<file path="src/rtl/rv32c_fetch_aligner.sv">
`default_nettype none
// ============================================================================
// Module      : rv32c_fetch_aligner
// Description : RV32C fetch aligner. Fetches aligned 32-bit words into a
//               4-halfword buffer and presents one 16/32-bit instruction per
//               handshake. Optional feature macro: RV32C_ALIGNER_FAULT_EN.
// Revision    : 1.0 - initial release
// ============================================================================
module rv32c_fetch_aligner #(
    parameter logic [31:0] RESET_PC = 32'h0000_0200,
    parameter int          BUF_HW   = 4
) (
    input  logic        CLK,
    input  logic        RST,
    output logic        imem_ren,
    output logic [31:0] imem_addr,
    input  logic        imem_busy,
    input  logic [31:0] imem_rdata,
    input  logic        redirect_en,
    input  logic [31:0] redirect_pc,
    input  logic        halt,
    output logic        out_valid,
    input  logic        out_ready,
    output logic [31:0] out_inst,
    output logic [31:0] out_pc,
    output logic        out_is_c
`ifdef RV32C_ALIGNER_FAULT_EN
    ,
    output logic        fault_misaligned
`endif
);

    logic [15:0] buf_q [0:BUF_HW-1];
    logic [15:0] buf_d [0:BUF_HW-1];
    logic [15:0] w_sh  [0:BUF_HW-1];
    logic [2:0]  count_q, count_d;
    logic [31:0] head_pc_q, head_pc_d;
    logic [31:0] fetch_pc_q, fetch_pc_d;
    logic [31:0] addr_q, addr_d;
    logic        drop_first_q, drop_first_d;
    logic        squash_q, squash_d;
    logic        pending_q, pending_d;

    logic        w_fault;
    logic        w_hw0_c;
    logic        w_accept;
    logic        w_complete;
    logic        w_issue;
    logic [2:0]  w_pop;
    logic [2:0]  w_app;
    logic [2:0]  w_base;
    logic [15:0] w_app0;
    logic [15:0] w_app1;

    assign w_hw0_c    = (buf_q[0][1:0] != 2'b11);
    assign out_valid  = ((count_q >= 3'd1 && w_hw0_c) || count_q >= 3'd2) && !w_fault;
    assign out_is_c   = (count_q != 3'd0) && w_hw0_c;
    assign out_inst   = !out_valid ? 32'h0 :
                        w_hw0_c    ? {16'h0, buf_q[0]} : {buf_q[1], buf_q[0]};
    assign out_pc     = head_pc_q;
    assign imem_ren   = pending_q;
    assign imem_addr  = addr_q;

    assign w_accept   = out_valid && out_ready;
    assign w_complete = pending_q && !imem_busy;
    assign w_issue    = !pending_q && !halt && !redirect_en && !w_fault &&
                        (count_q <= 3'(BUF_HW - 2));
    assign w_pop      = !w_accept ? 3'd0 : (w_hw0_c ? 3'd1 : 3'd2);
    assign w_app      = (!w_complete || squash_q) ? 3'd0 :
                        (drop_first_q ? 3'd1 : 3'd2);
    assign w_app0     = drop_first_q ? imem_rdata[31:16] : imem_rdata[15:0];
    assign w_app1     = imem_rdata[31:16];
    assign w_base     = count_q - w_pop;

    // Pop first, then append at the post-pop tail.
    always_comb begin
        w_sh[0] = (w_pop == 3'd2) ? buf_q[2] : (w_pop == 3'd1) ? buf_q[1] : buf_q[0];
        w_sh[1] = (w_pop == 3'd2) ? buf_q[3] : (w_pop == 3'd1) ? buf_q[2] : buf_q[1];
        w_sh[2] = (w_pop == 3'd2) ? 16'h0    : (w_pop == 3'd1) ? buf_q[3] : buf_q[2];
        w_sh[3] = (w_pop != 3'd0) ? 16'h0    : buf_q[3];
        for (int i = 0; i < BUF_HW; i++) begin
            buf_d[i] = w_sh[i];
            if (w_app != 3'd0 && w_base == 3'(i)) begin
                buf_d[i] = w_app0;
            end
            if (w_app == 3'd2 && (w_base + 3'd1) == 3'(i)) begin
                buf_d[i] = w_app1;
            end
        end
    end

    always_comb begin
        count_d      = count_q - w_pop + w_app;
        head_pc_d    = head_pc_q + {28'h0, w_pop, 1'b0};
        fetch_pc_d   = fetch_pc_q;
        addr_d       = addr_q;
        drop_first_d = drop_first_q;
        squash_d     = squash_q;
        pending_d    = pending_q;

        if (w_complete) begin
            pending_d = 1'b0;
            if (squash_q) begin
                // fetch_pc already points at the redirect target
                squash_d = 1'b0;
            end else begin
                fetch_pc_d   = fetch_pc_q + 32'd4;
                drop_first_d = 1'b0;
            end
        end

        if (w_issue) begin
            pending_d = 1'b1;
            addr_d    = fetch_pc_q;
        end

        if (redirect_en) begin
            count_d      = 3'd0;
            head_pc_d    = {redirect_pc[31:1], 1'b0};
            fetch_pc_d   = {redirect_pc[31:2], 2'b00};
            drop_first_d = redirect_pc[1];
            if (pending_q && imem_busy) begin
                squash_d  = 1'b1;
                pending_d = 1'b1;
            end else begin
                squash_d  = 1'b0;
                pending_d = 1'b0;
            end
        end
    end

    always_ff @(posedge CLK) begin
        if (RST) begin
            for (int i = 0; i < BUF_HW; i++) begin
                buf_q[i] <= 16'h0;
            end
            count_q      <= 3'd0;
            head_pc_q    <= RESET_PC;
            fetch_pc_q   <= {RESET_PC[31:2], 2'b00};
            addr_q       <= {RESET_PC[31:2], 2'b00};
            drop_first_q <= RESET_PC[1];
            squash_q     <= 1'b0;
            pending_q    <= 1'b0;
        end else begin
            for (int i = 0; i < BUF_HW; i++) begin
                buf_q[i] <= buf_d[i];
            end
            count_q      <= count_d;
            head_pc_q    <= head_pc_d;
            fetch_pc_q   <= fetch_pc_d;
            addr_q       <= addr_d;
            drop_first_q <= drop_first_d;
            squash_q     <= squash_d;
            pending_q    <= pending_d;
        end
    end

`ifdef RV32C_ALIGNER_FAULT_EN
    logic fault_q, fault_d;

    // An odd redirect target latches the fault until the next redirect.
    always_comb begin
        fault_d = fault_q;
        if (redirect_en) begin
            fault_d = redirect_pc[0];
        end
    end

    always_ff @(posedge CLK) begin
        if (RST) begin
            fault_q <= 1'b0;
        end else begin
            fault_q <= fault_d;
        end
    end

    assign w_fault          = fault_q;
    assign fault_misaligned = fault_q;
`else
    logic w_unused_pc0;
    assign w_unused_pc0 = redirect_pc[0];
    assign w_fault      = 1'b0;
`endif

endmodule
`default_nettype wire

</file>
<file path="config.mk">
export PLATFORM = sky130hd
export DESIGN_NAME = rv32c_fetch_aligner
export DESIGN_NICKNAME = d
export VERILOG_FILES = /design/src/rtl/rv32c_fetch_aligner.sv
export SDC_FILE = /design/constraint.sdc
export NUM_CORES = 1
export LEC_CHECK = 0
export ABC_AREA = 1
export CAP_MARGIN = 10
export CELL_PAD_IN_SITES_DETAIL_PLACEMENT = 1
export CELL_PAD_IN_SITES_GLOBAL_PLACEMENT = 2
export CORE_MARGIN = 2
export CORE_UTILIZATION = 28
export CTS_CLUSTER_SIZE = 20
export DETAILED_ROUTE_END_ITERATION = 12
export PLACE_DENSITY = 0.8
export SYNTH_ARGS = -nofsm -noshare
export SYNTH_HDL_FRONTEND = slang
export SYNTH_SLANG_ARGS = --single-unit
export TNS_END_PERCENT = 10
</file>
<file path="constraint.sdc">
create_clock -name CLK -period 4.3 [get_ports CLK]
set_input_delay 0.43 -clock CLK [delete_from_list [all_inputs] [get_ports CLK]]
set_output_delay 0.43 -clock CLK [all_outputs]
set_load 0.03 [all_outputs]
</file>
# Yosys cells after proc, flatten, opt, wreduce, memory -nomap -nowiden
# Memories as Yosys holds them, arrays and structs flattened.
# Cells that the tools add are included.
op_classes:
  n_eq_ne: 11
  mux: 41
  addsub: 5
  bitwise: 5
  order_cmp: 3
  reduce_logical: 33
ops:
  columns: ["operator", "count"]
  rows:
  - ["$mux W16", 20]
  - ["$mux W32", 6]
  - ["$add A32 B3 Y32", 1]
  - ["$add A32 B3 Y32 const B", 1]
  - ["$logic_and A1 B1 Y1", 16]
  - ["$eq A3 B2 Y1 const B", 4]
  - ["$reduce_bool A3 Y1", 4]
  - ["$mux W1", 11]
  - ["$mux W2", 4]
  - ["$eq A3 B1 Y1 const B", 2]
  - ["$logic_not A3 Y1", 2]
  - ["$logic_not A1 Y1", 5]
  - ["$eq A2 B2 Y1 const B", 2]
  - ["$ne A2 B2 Y1 const B", 2]
  - ["$or A1 B1 Y1", 4]
  - ["$reduce_and A2 Y1", 2]
  - ["$add A3 B1 Y3 const B", 1]
  - ["$add A3 B2 Y3", 1]
  - ["$ge A3 B1 Y1 const B", 1]
  - ["$ge A3 B2 Y1 const B", 1]
  - ["$le A3 B2 Y1 const B", 1]
  - ["$sub A3 B2 Y3", 1]
  - ["$eq A2 B1 Y1 const B", 1]
  - ["$logic_or A1 B1 Y1", 2]
  - ["3 further kinds", 3]
word_totals:
  wordCells: 108
  n_memories: 1
  ramBits: 64
  register_bits: 102
  input_bits: 70
  output_inout_bits: 99
memory_table:
  columns: ["name", "depth", "width", "rd", "rd_clocked_by_memory_dff", "write_ports", "line_no", "source"]
  rows:
  - ["buf_q", 4, 16, 4, 0, 4, "33", "logic [15:0] buf_q [0:BUF_HW-1];"]

# Depth between registers and ports, before layout
# An unclocked memory read counts as a cell.
logic_depth:
  word_depth: 12
  mapped_depth: 22
  mapped_depth_nobuf: 21

# Least setup slack after synthesis
# No wires, ideal clock.
synth_path:
  kind: "reg-to-reg"
  start: "register count_q[2]"
  end: "memory buf_q[2][12]"
  t_arrival_ns: 3.670
  path_stages_with_launch: 20
  required_time_ns: 4.191
  path_slack_ns: 0.521
  synth_period_minus_slack_ns: 3.779
  cell_sequence: "dfxtp_1 nor2_1 buf_2 a21oi_1 nand2_1 inv_1 ha_1 inv_1 fa_1 inv_1 nor2_1 ha_1 nand2_1 nor3_4 inv_2 nand3_2 buf_4 nand3_1 nand2_1 inv_1"
synth_lines:
  columns: ["element", "line_no", "source"]
  rows:
  - ["start, declared", "36", "logic [2:0] count_q, count_d;"]
  - ["start signal, assigned", "148", "count_q <= count_d;"]
  - ["end, declared", "33", null]

==> reports/qor.csv <==
stage;metric;value;unit
pwr;p_leak;5.07;nW
finish;fillers;4500;
synthesis;avgSynthCellArea;6.17;um2
finish;regArea;3220;um2
timing;clock_skew;0.0203;ns
synthesis;ys_types;42;
detailed_routing;routed_wl;42000;um
synthesis;yosys_warnings;0;
timing;fin_crit;3.91;ns
die;start_util;28.5;%
run;cap_violations;0;
pwr;total_power;0.00391;W
detailed_routing;via_per_inst;4.98;
synthesis;synth-seq-cells;161;
synthesis;synth-edff-count;0;
worst_setup_path;startpoint;count_q[2]$_SDFF_PP0_;
worst_setup_path;cp_max_fo;11;
timing;max_freq;255;MHz
detailed_routing;detail-route-antenna-nets;0;
finish;antenna_cells;0;
timing;slew-limit-headroom;34.6;%
cts;post_cts_resized;0;
detailed_routing;drt-pass1-iter-count;5;
worst_setup_path;startpoint_type;register;
global_routing;grtUsageTotal;23.2;%
synthesis;synth.yosys.seq_area_share;32.7;%
placed_design;dpl.hpwl;31200;um
timing;worst_pin_slew;0.970;ns
cts;post-cts-setup-buffers;0;
detailed_routing;via_count;10905;
cts;clkSinkCount;161;
worst_setup_path;r2r-end;buf_q[0][14]$_SDFFE_PP0P_;
die;fp.dieW;192;um
finish;area_growth;26.1;%
cts;cts_buffers;17;
synthesis;syn_inst;1599;
finish;layout.cells.non_filler;2190;
worst_setup_path;rrSetupSlack;0.39;ns
cts;cts_tree;built;
finish;drive_gt1_share;5.07;%
global_routing;grt_pass1_vias;10980;
timing;finalSetupTns;0;ns
placed_design;placed_cells;2158;
cts;cts_root_buf;clkbuf_16;
pwr;pwr_density_cell;314;nW/um2
worst_setup_path;rr_worst_depth;16;
timing;post-route-period-util;91.0;%
die;coreArea;34600;um2
cts;h-tree-depth;4;
global_routing;antenna_found_initial;2;
placed_design;portBuffers;164;
global_routing;grt_pass1_wl;64200;um
worst_setup_path;crit_type;reg2reg;
outcome;outcome;finished, final reports clean;
timing;finalMaxSlewViolations;0;
finish;nets;1802;
synthesis;synthesis.area;9860;um2
detailed_routing;drc_errors;0;
worst_setup_path;crit_arrival;4.25;ns
finish;multi_input_area;5470;um2
cts;clk_path_buf_depth;2;
detailed_routing;drtIter0Drc;545;
detailed_routing;wl_per_cell;19.2;um
timing;rsz0062_at_grt;no;
synthesis;synth_ff_type;dfxtp_1;
timing;final_hold_viol_count;0;
die;dieArea;36700;um2
global_routing;grt_max_degree;86;
timing;setup_viol;0;
finish;postLayoutCoreUtil;35.9;%
worst_setup_path;endpoint;buf_q[0][14]$_SDFFE_PP0P_;
global_routing;grt-ovfl-total;0;
hold_path;hold_depth;2;
cts;clkSlewWorstSetupHoldPaths;0.08;ns
die;die_h;192;um
worst_setup_path;rr_startpoint;count_q[2]$_SDFF_PP0_;
die;num_rows;68;
synthesis;async_flop_share;0;%
die;ioPinCount;169;
worst_setup_path;required;4.64;ns
worst_setup_path;worstSetupEndpointType;register;
placed_design;gp_congestion;0.889;
pwr;vdd_drop_max;0.000323;V
cts;insertion_delay;0.47;ns
hold_path;hold_class;reg2reg;
cts;cts_hold_buffers;0;
==> Yosys cell counts (5+ instances only) <==
master    number  share of area, %
nand2_2        7              0.44
nand3_1      149               7.6
dfxtp_1      161                33
ha_1           7              0.89
inv_1        193               7.3
a21oi_1       89               4.5
xor2_1         9              0.80
o22ai_1        8              0.51
clkbuf_1      36               1.4
nor3_1        26               1.3
xnor2_1        9              0.80
a31oi_1        9              0.57
buf_2         34               1.7
buf_4          6              0.46
o21ai_0      139               7.1
clkinv_1      12              0.46
o21ai_1        6              0.30
o211ai_1      31               2.4
nor2_1       132               5.0
nand4_1       26               1.6
inv_2         10              0.38
nand3b_1       5              0.38
nand2_1      462                18
==> sequential cells by signal (all words and copies together), names as in the netlist <==
| name | count |
|---|---|
| buf_q | 64 |
| fetch_pc_q | 30 |
| out_pc | 31 |
| count_q | 3 |
| drop_first_q | 1 |
| squash_q | 1 |
| imem_addr | 30 |
| imem_ren | 1 |
==> per-stage QoR <==
stage / hold slack (ns) / instance area [um2] / setup WS, ns
5_1_grt: 0.499 / 12400 / 0.0631
2_1_floorplan: 0.458 / 9870 / 0.521
3_3_place_gp: 0.459 / 11800 / 0.283
3_5_place_dp: 0.459 / 11800 / 0.125
4_1_cts: 0.458 / 12400 / 0.0410
6_report: 0.468 / 12400 / 0.386
==> placed cells by master (no fill, tap or decap), types with 8 or more instances in the layout <==
| master | instances |
|---|---|
| nand4_1 | 26 |
| inv_1 | 192 |
| clkbuf_16 | 17 |
| buf_4 | 19 |
| o22ai_1 | 8 |
| nor3_1 | 26 |
| xnor2_1 | 9 |
| nor2_1 | 129 |
| nand3_1 | 149 |
| clkinv_1 | 12 |
| o211ai_1 | 31 |
| nand2_1 | 462 |
| xor2_1 | 9 |
| a31oi_1 | 9 |
| a21oi_1 | 89 |
| inv_2 | 11 |
| dfxtp_1 | 161 |
| o21ai_0 | 139 |
| clkdlybuf4s50_1 | 163 |
==> kinds of logic after synthesis <==
family                   count (synthesis)  share of synthesized area, %
other                                    1                        0.0380
multiplexers                             3                         0.305
buffers and inverters                  296                          12.1
AO/OA/AOI/OAI                          288                          15.8
XOR/XNOR                                18                          1.60
AND/OR/NAND/NOR                        822                          36.0
flip-flops                             161                          32.7
adder cells (fa/ha/maj)                 10                          1.50
==> critical path, cell delays in order, from the launching register on <==
cell and delay, ns:
dfxtp_1 0.37, nor2_2 0.47, a21oi_1 0.21, nand2_1 0.15
inv_1 0.08, ha_1 0.17, inv_1 0.06, fa_1 0.46
inv_1 0.22, nor2_2 0.09, ha_1 0.34, nand2_1 0.12
nand3b_4 0.26, nand3_2 0.21, nand2_1 0.26, a21oi_1 0.26
nor2_1 0.07
==> where the power goes <==
part	leakage [nW]	switching [W]	internal, W
Clock	0.280	0.000799	0.000778
Sequential	1.32	0.0000865	0.00158
Combinational	3.47	0.000422	0.000241
==> routing by layer <==
metal / vias up / wire (um) / share of wire [%] / global-route usage, %
met2: 248 / 21100 / 50 / 42.2
met3: 58 / 1810 / 4.3 / 3.98
li1: 5398 / - / - / -
met5: - / 13 / 0.031 / 0
met1: 5199 / 18000 / 43 / 27.6
met4: 2 / 1080 / 2.6 / 7.63
==> area by class of cell <==
type / count / area share [%]
flip-flops and latches: 161 / 25.9
well taps: 455 / 4.58
multi-input cells: 1144 / 44.0
inverters: 215 / 6.49
repair buffers: 183 / 14.3
clock buffers: 17 / 3.42
clock inverters: 15 / 1.28
==> how the worst min path moves through the flow <==
stage                                            from                          end
after global placement     imem_addr[20]$_SDFFE_PP0P_   imem_addr[20]$_SDFFE_PP0P_
after CTS                                         RST  fetch_pc_q[25]$_SDFFE_PP0P_
after detailed placement   imem_addr[11]$_SDFFE_PP0P_   imem_addr[11]$_SDFFE_PP0P_
final                      imem_addr[11]$_SDFFE_PP0P_   imem_addr[11]$_SDFFE_PP0P_
after floorplan           fetch_pc_q[30]$_SDFFE_PP0P_   imem_addr[30]$_SDFFE_PP0P_
after global routing        imem_addr[6]$_SDFFE_PP0P_    imem_addr[6]$_SDFFE_PP0P_
Power figures use the tool's default switching activity.
